$ cat src/rtl/instruction_phase_sequencer.sv
// One-hot instruction phase sequencer with run/idle, stall,
// flush, multi-cycle execute hold and a retired-instruction counter.
module instruction_phase_sequencer #(
   parameter int PHASES     = 4,
   parameter int EXEC_PHASE = 2,
   parameter int CYC_W      = 4,
   parameter int CNT_W      = 16
) (
   input  logic              clk,
   input  logic              reset,
   input  logic              run,
   input  logic              stall,
   input  logic              flush,
   input  logic [CYC_W-1:0]  ext_cycles,
   output logic [PHASES-1:0] phase,
   output logic              fetch,
   output logic              decode,
   output logic              execute,
   output logic              commit,
   output logic              busy,
   output logic              instr_done,
   output logic [CNT_W-1:0]  instr_count
);

   localparam int P_W = (PHASES > 2) ? $clog2(PHASES) : 1;
   localparam logic [P_W-1:0] LP_EXEC = P_W'(EXEC_PHASE);
   localparam logic [P_W-1:0] LP_PRE  = P_W'(EXEC_PHASE - 1);
   localparam logic [P_W-1:0] LP_LAST = P_W'(PHASES - 1);

   typedef enum logic {
      S_IDLE,
      S_RUN
   } state_t;

   state_t             r_state;
   state_t             w_state_nxt;
   logic [P_W-1:0]     r_p;
   logic [P_W-1:0]     w_p_nxt;
   logic [CYC_W-1:0]   r_wait;
   logic [CYC_W-1:0]   w_wait_nxt;
   logic [CNT_W-1:0]   r_cnt;
   logic [CNT_W-1:0]   w_cnt_nxt;
   logic [PHASES-1:0]  w_phase;
   logic               w_commit;

   // State, phase index, execute hold counter and retire counter
   always_ff @(posedge clk or negedge reset) begin
      if (!reset) begin
         r_state <= S_IDLE;
         r_p     <= '0;
         r_wait  <= '0;
         r_cnt   <= '0;
      end else begin
         r_state <= w_state_nxt;
         r_p     <= w_p_nxt;
         r_wait  <= w_wait_nxt;
         r_cnt   <= w_cnt_nxt;
      end
   end

   // Next state: flush beats stall beats execute hold beats advance
   always_comb begin
      w_state_nxt = r_state;
      w_p_nxt     = r_p;
      w_wait_nxt  = r_wait;
      w_cnt_nxt   = r_cnt;
      unique case (r_state)
         S_IDLE: begin
            if (run) begin
               w_state_nxt = S_RUN;
               w_p_nxt     = '0;
               w_wait_nxt  = '0;
            end
         end
         S_RUN: begin
            if (flush) begin
               w_p_nxt    = '0;
               w_wait_nxt = '0;
               if (!run) w_state_nxt = S_IDLE;
            end else if (stall) begin
               w_p_nxt = r_p;
            end else if (r_p == LP_EXEC && r_wait != '0) begin
               w_wait_nxt = r_wait - CYC_W'(1);
            end else if (r_p != LP_LAST) begin
               w_p_nxt = r_p + P_W'(1);
               if (r_p == LP_PRE) w_wait_nxt = ext_cycles;
            end else begin
               w_cnt_nxt = r_cnt + CNT_W'(1);
               w_p_nxt   = '0;
               if (!run) w_state_nxt = S_IDLE;
            end
         end
         default: begin
            w_state_nxt = S_IDLE;
         end
      endcase
   end

   // One-hot phase decode; all-zero while idle
   always_comb begin
      w_phase = '0;
      for (int i = 0; i < PHASES; i++) begin
         w_phase[i] = (r_state == S_RUN) && (r_p == P_W'(i));
      end
   end

   assign w_commit    = w_phase[PHASES-1];
   assign phase       = w_phase;
   assign fetch       = w_phase[0];
   assign decode      = w_phase[1];
   assign execute     = w_phase[EXEC_PHASE];
   assign commit      = w_commit;
   assign busy        = |w_phase;
   assign instr_done  = w_commit & ~stall & ~flush;
   assign instr_count = r_cnt;

endmodule

$ cat config.mk
export PLATFORM = sky130hd
export DESIGN_NAME = instruction_phase_sequencer
export DESIGN_NICKNAME = d
export VERILOG_FILES = /design/src/rtl/instruction_phase_sequencer.sv
export SDC_FILE = /design/constraint.sdc
export NUM_CORES = 1
export LEC_CHECK = 0
export CAP_MARGIN = 5
export CORE_MARGIN = 2
export CORE_UTILIZATION = 45
export CTS_CLUSTER_DIAMETER = 150
export DETAILED_ROUTE_END_ITERATION = 10
export PLACE_DENSITY_LB_ADDON = 0.12
export SLEW_MARGIN = 30
export SYNTH_ARGS = -nofsm -noshare
export SYNTH_HDL_FRONTEND = slang
export SYNTH_SLANG_ARGS = --single-unit
$ cat constraint.sdc
create_clock -name clk -period 2.5 [get_ports clk]
set_input_delay 0.5 -clock clk [delete_from_list [all_inputs] [get_ports clk]]
set_output_delay 0.5 -clock clk [all_outputs]
set_load 0.02 [all_outputs]
==> flow_summary.json, run 1 <==
{
  "status": "complete, but fails checks",
  "violations": "DRC",
  "cts_tree": "done",
  "endpoint_kind": "output pin",
  "port_buffers": 34,
  "drive_above_1_share_pct": 10.4,
  "drv_cap": 0,
  "setup_slack_ps": 103,
  "cts.path.max_buffers": 2,
  "avgSynthCellArea_sq_um": 10.6,
  "routed_wl_um": 2780,
  "synth_seq_area_share_pct": 42.3,
  "final_util_pct": 62.5,
  "power_density_nw_per_um2": 390,
  "cp.required_ps": 2000,
  "timing.hold.ws_ps": 486,
  "netlist_area_sq_um": 1360,
  "r2r_start": "r_wait[0]$_DFFE_PN0P_",
  "slowest_delay_ps": 620,
  "postSynthNetCount": 144,
  "rsz0062_at_grt": "no",
  "ant_nets": 0,
  "die_h_um": 59.0,
  "die_x_um": 59.0,
  "crit_fanout": 5,
  "grt_pass1_wl_um": 4760,
  "clkLatencyLatePin_ps": 310,
  "slew_headroom_pct": 76.7,
  "area_growth_pct": 28.9,
  "setup_violations": 0,
  "synth_most_common_cell": "dfrtp_1",
  "totalNegativeSetupSlack_ps": 0,
  "worstReg2RegEnd": "r_p[0]$_DFFE_PN0P_",
  "diodes": 0,
  "postSynthCellCount": 128,
  "coreArea_sq_um": 2810,
  "critPathArrivalTime_ps": 1900,
  "finalCritPeriodShare_pct": 95.9,
  "synthTopCellsByArea": "dfrtp_1 42%, xnor2_1 7.7%, ha_1 6.4%",
  "initial_core_util_pct": 48.5,
  "endpoint": "phase[1]",
  "synth_area_leader_cell": "dfrtp_1",
  "startpoint": "r_p[1]$_DFFE_PN0P_",
  "clkTransAtPathRegs_ps": 120,
  "ios": 35,
  "maxSlewViolCount": 0,
  "hpwl_um": 2140,
  "postSynthRegisterBits": 23,
  "crit_chain": "inv_1 > ha_1 > and2_1 > clkdlybuf4s50_1",
  "grt_pass1_vias": 1047,
  "holdCritStartpoint": "instr_count[15]$_DFFE_PN0P_",
  "startpoint_type": "register",
  "hold_class": "reg -> reg",
  "ys_warn_count": 0,
  "synth_common_cells": "23 x dfrtp_1, 12 x xnor2_1, 10 x nand2_1",
  "synth_ff_type": "dfrtp_1",
  "grt_usage_pct": 17.8,
  "antenna_found_initial": 0,
  "grt_start_max_net_pins": 24,
  "total_power_mw": 0.683,
  "critPathKind": "reg -> out",
  "routedWlPerCell_um": 14.3,
  "worst-r2r-cell-count": 6,
  "cpMaxStageDelayCell": "clkdlybuf4s50_1",
  "tightest_slew_ps": 348,
  "skew_ps": 3.92,
  "root_buffer": "clkbuf_4",
  "place_ws_ps": 44.0,
  "drc": 2,
  "synth_async_sr_flop_share_pct": 100,
  "synth-edff-count": 0,
  "synth_top_area_share_pct": 42.3,
  "p_leak_nw": 0.845,
  "rows": 19,
  "hold_violations": 0,
  "viasPerCell": 5.52,
  "die_area_sq_um": 3480,
  "r2r_slack_ps": 530,
  "fmax_mhz": 417,
  "gp_congestion": 0.735,
  "first_pass_iters": 7,
  "cts-buffers-inserted": 3,
  "peakVddDrop_uv": 400,
  "ctsHtreeMaxLevel": 1,
  "synth.distinct_cells": 36,
  "first_iter_violations": 42,
  "num-nets-final": 181,
  "num_vias": 1076,
  "cts.sinks": 23,
  "fin_crit_ps": 2400,
  "globalRouteOverflowTotal": 0
}
-- report_power, final --
part	internal [mW]	switching (mW)	leakage (nW)
Combinational	0.0595	0.0635	0.525
Sequential	0.379	0.0106	0.305
Clock	0.0623	0.108	0.0150
Total	0.501	0.182	0.845
-- cell usage in the layout, fill, tap and decap left out, drive strengths merged, types with 4 or more instances in the layout --
master | Yosys | routed
dfrtp | 23 | 23
buf | 5 | 5
clkdlybuf4s50 | 0 | 32
nand3 | 6 | 6
nor2 | 5 | 5
o22ai | 4 | 4
ha | 7 | 7
xnor2 | 12 | 12
inv | 9 | 9
nand2b | 4 | 4
and2 | 5 | 5
nand2 | 10 | 10
clkbuf | 1 | 4
-- through the flow --
| stage | instances | area [sq um] |
|---|---|---|
| after floorplan | 128 | 1360 |
| after global placement | 191 | 1730 |
| after detailed placement | 191 | 1730 |
| after CTS | 195 | 1750 |
| after global routing | 195 | 1750 |
| final | 195 | 1750 |
-- layout make-up --
type,instances,area (sq um)
sequential,23,577
tap,31,38.8
fill,242,1050
timing repair buffer,38,368
multi-input combinational,90,709
inverter,9,33.8
clock buffer,4,26.3
-- sequential cells by signal, indices dropped and copies added, names as in the netlist --
register,count
r_state,1
instr_count,16
r_wait,4
r_p,2
-- metal layers --
metal / up-vias / share of wire, % / GRT usage [%]
li1: 523 / - / -
met1: 533 / 47 / 24.6
met2: 18 / 48 / 29.4
met3: 2 / 4.0 / 4.59
met4: 0 / 0.47 / 1.95
met5: - / 0 / 0
-- critical path, delay by kind of cell (launching register included) --
family / cells / cell delay [ps]
buffers and inverters: 2 / 720
adders and majority gates: 1 / 240
DFF: 1 / 450
and+or+nand+nor: 1 / 180
-- what timing repair did --
item | CTS | global route
gates resized for setup | 4 | 2
hold buffers | 0 | 0
setup endpoints to repair | 1 | 2
setup buffers | 0 | 0
-- cells by family (layout without fill, tap and decap cells) --
group / after synthesis / after routing / synth area share, %
fa+ha+maj: 7 / 7 / 6.44
mux: 4 / 4 / 3.04
flops: 23 / 23 / 42.3
buf+inv: 15 / 51 / 5.52
compound gates: 16 / 16 / 9.29
xor+xnor: 15 / 15 / 9.66
simple gates: 48 / 48 / 23.7
-- how the worst min path moves through the flow --
stage | to | slack (ps) | depth (start not counted)
2_1_floorplan | instr_count[0]$_DFFE_PN0P_ | 200 | 0
3_3_place_gp | instr_count[15]$_DFFE_PN0P_ | 460 | 1
3_5_place_dp | instr_count[15]$_DFFE_PN0P_ | 470 | 1
4_1_cts | instr_count[15]$_DFFE_PN0P_ | 490 | 1
5_1_grt | instr_count[15]$_DFFE_PN0P_ | 520 | 1
6_report | instr_count[15]$_DFFE_PN0P_ | 490 | 1
(Power assumes the default switching activity.)
==> run 2, diff against run 1 <==
--- a/config.mk
+++ b/config.mk
@@ -11,7 +11,6 @@
 export CTS_CLUSTER_DIAMETER = 150
 export DETAILED_ROUTE_END_ITERATION = 10
 export PLACE_DENSITY_LB_ADDON = 0.12
-export SLEW_MARGIN = 30
 export SYNTH_ARGS = -nofsm -noshare
 export SYNTH_HDL_FRONTEND = slang
 export SYNTH_SLANG_ARGS = --single-unit
==> results of run 2 <==
No change in the layout: final DEF, timing and power equal those of run 1.
==> variant: new RTL, flow settings as in run 1 <==
Set the parameter `PHASES` to 16 (it was 4).
--- a/src/rtl/instruction_phase_sequencer.sv
+++ b/src/rtl/instruction_phase_sequencer.sv
@@ -3,3 +3,3 @@
 module instruction_phase_sequencer #(
-   parameter int PHASES     = 4,
+   parameter int PHASES     = 16,
    parameter int EXEC_PHASE = 2,
Ports: changed (resized phase); port bits go from 35 to 47. No check against the original RTL was run, so the function may have changed too.
==> variant against run 1 <==
- worst setup slack worse by 1.9 ps
- synthesized cell count up 33%
- final area up 23%
- total power up 23%
- sequential cell count up 2
- global-route usage up 1.6 points
- wire length up 36%
- area after synthesis up 16%
- combinational power up 74%
- critical endpoint is now phase[11]
- largest power group unchanged
==> variant: results <==
INSERT INTO impl_metrics (metric_group, metric, value, unit) VALUES
('status', 'run_status', 'completed', ''),
('routing', 'routedWlPerCell', '14.3', 'um'),
('synth', 'post_synth_fa_ha_maj_area_fraction', '5.55', '%'),
('clocking', 'clk_transition_reported_paths', '140', 'ps'),
('routing', 'via_count', '1440', ''),
('cells_and_area', 'instances_no_fill', '264', ''),
('floorplan', 'core-area', '3360', 'um2'),
('synth', 'yosys-top-cells-area', 'dfrtp_1 40%, ha_1 5.5%, xnor2_1 4.4%', ''),
('sta', 'finalClockSkew', '2.94', 'ps'),
('global_route', 'grtUsageTotal', '19.5', '%'),
('sta', 'worst_slew_pin_slew', '481', 'ps'),
('clocking', 'post_cts_resized', '8', ''),
('cells_and_area', 'layout.clock.cell_area_share', '1.40', '%'),
('synth', 'synth_top_area_share', '39.6', '%'),
('placement', 'dpl_worst_slack', '13.2', 'ps'),
('placement', 'post-dp-hpwl', '2770', 'um'),
('synth', 'syn-instance-count', '170', ''),
('cells_and_area', 'final-nonclk-buf-share', '25.7', '%'),
('cells_and_area', 'nFillCells', '311', ''),
('placement', 'routability_congestion_estimate', '0.770', '');
[variant: per-layer routing]
layer	global-route usage (%)	share of wire [%]	vias to the layer above
li1	-	-	689
met1	25.4	46	696
met2	33.1	49	53
met3	3.21	4.9	2
met4	5.98	0.53	0
met5	0	0	-
[variant: report_power, final]
part / switching [mW] / internal, mW
logic: 0.125 / 0.0899
registers: 0.0184 / 0.417
clock network: 0.130 / 0.0611
[variant: worst paths after layout]
| path | to | startpoint |
|---|---|---|
| max | phase[11] | r_p[1]$_DFFE_PN0P_ |
| max in group asynchronous | r_p[0]$_DFFE_PN0P_ | reset |
| min reg2reg | instr_count[15]$_DFFE_PN0P_ | instr_count[15]$_DFFE_PN0P_ |
| min in group asynchronous | instr_count[3]$_DFFE_PN0P_ | reset |
| max reg2reg | r_wait[1]$_DFFE_PN0P_ | r_p[0]$_DFFE_PN0P_ |
| min | instr_count[15]$_DFFE_PN0P_ | instr_count[15]$_DFFE_PN0P_ |
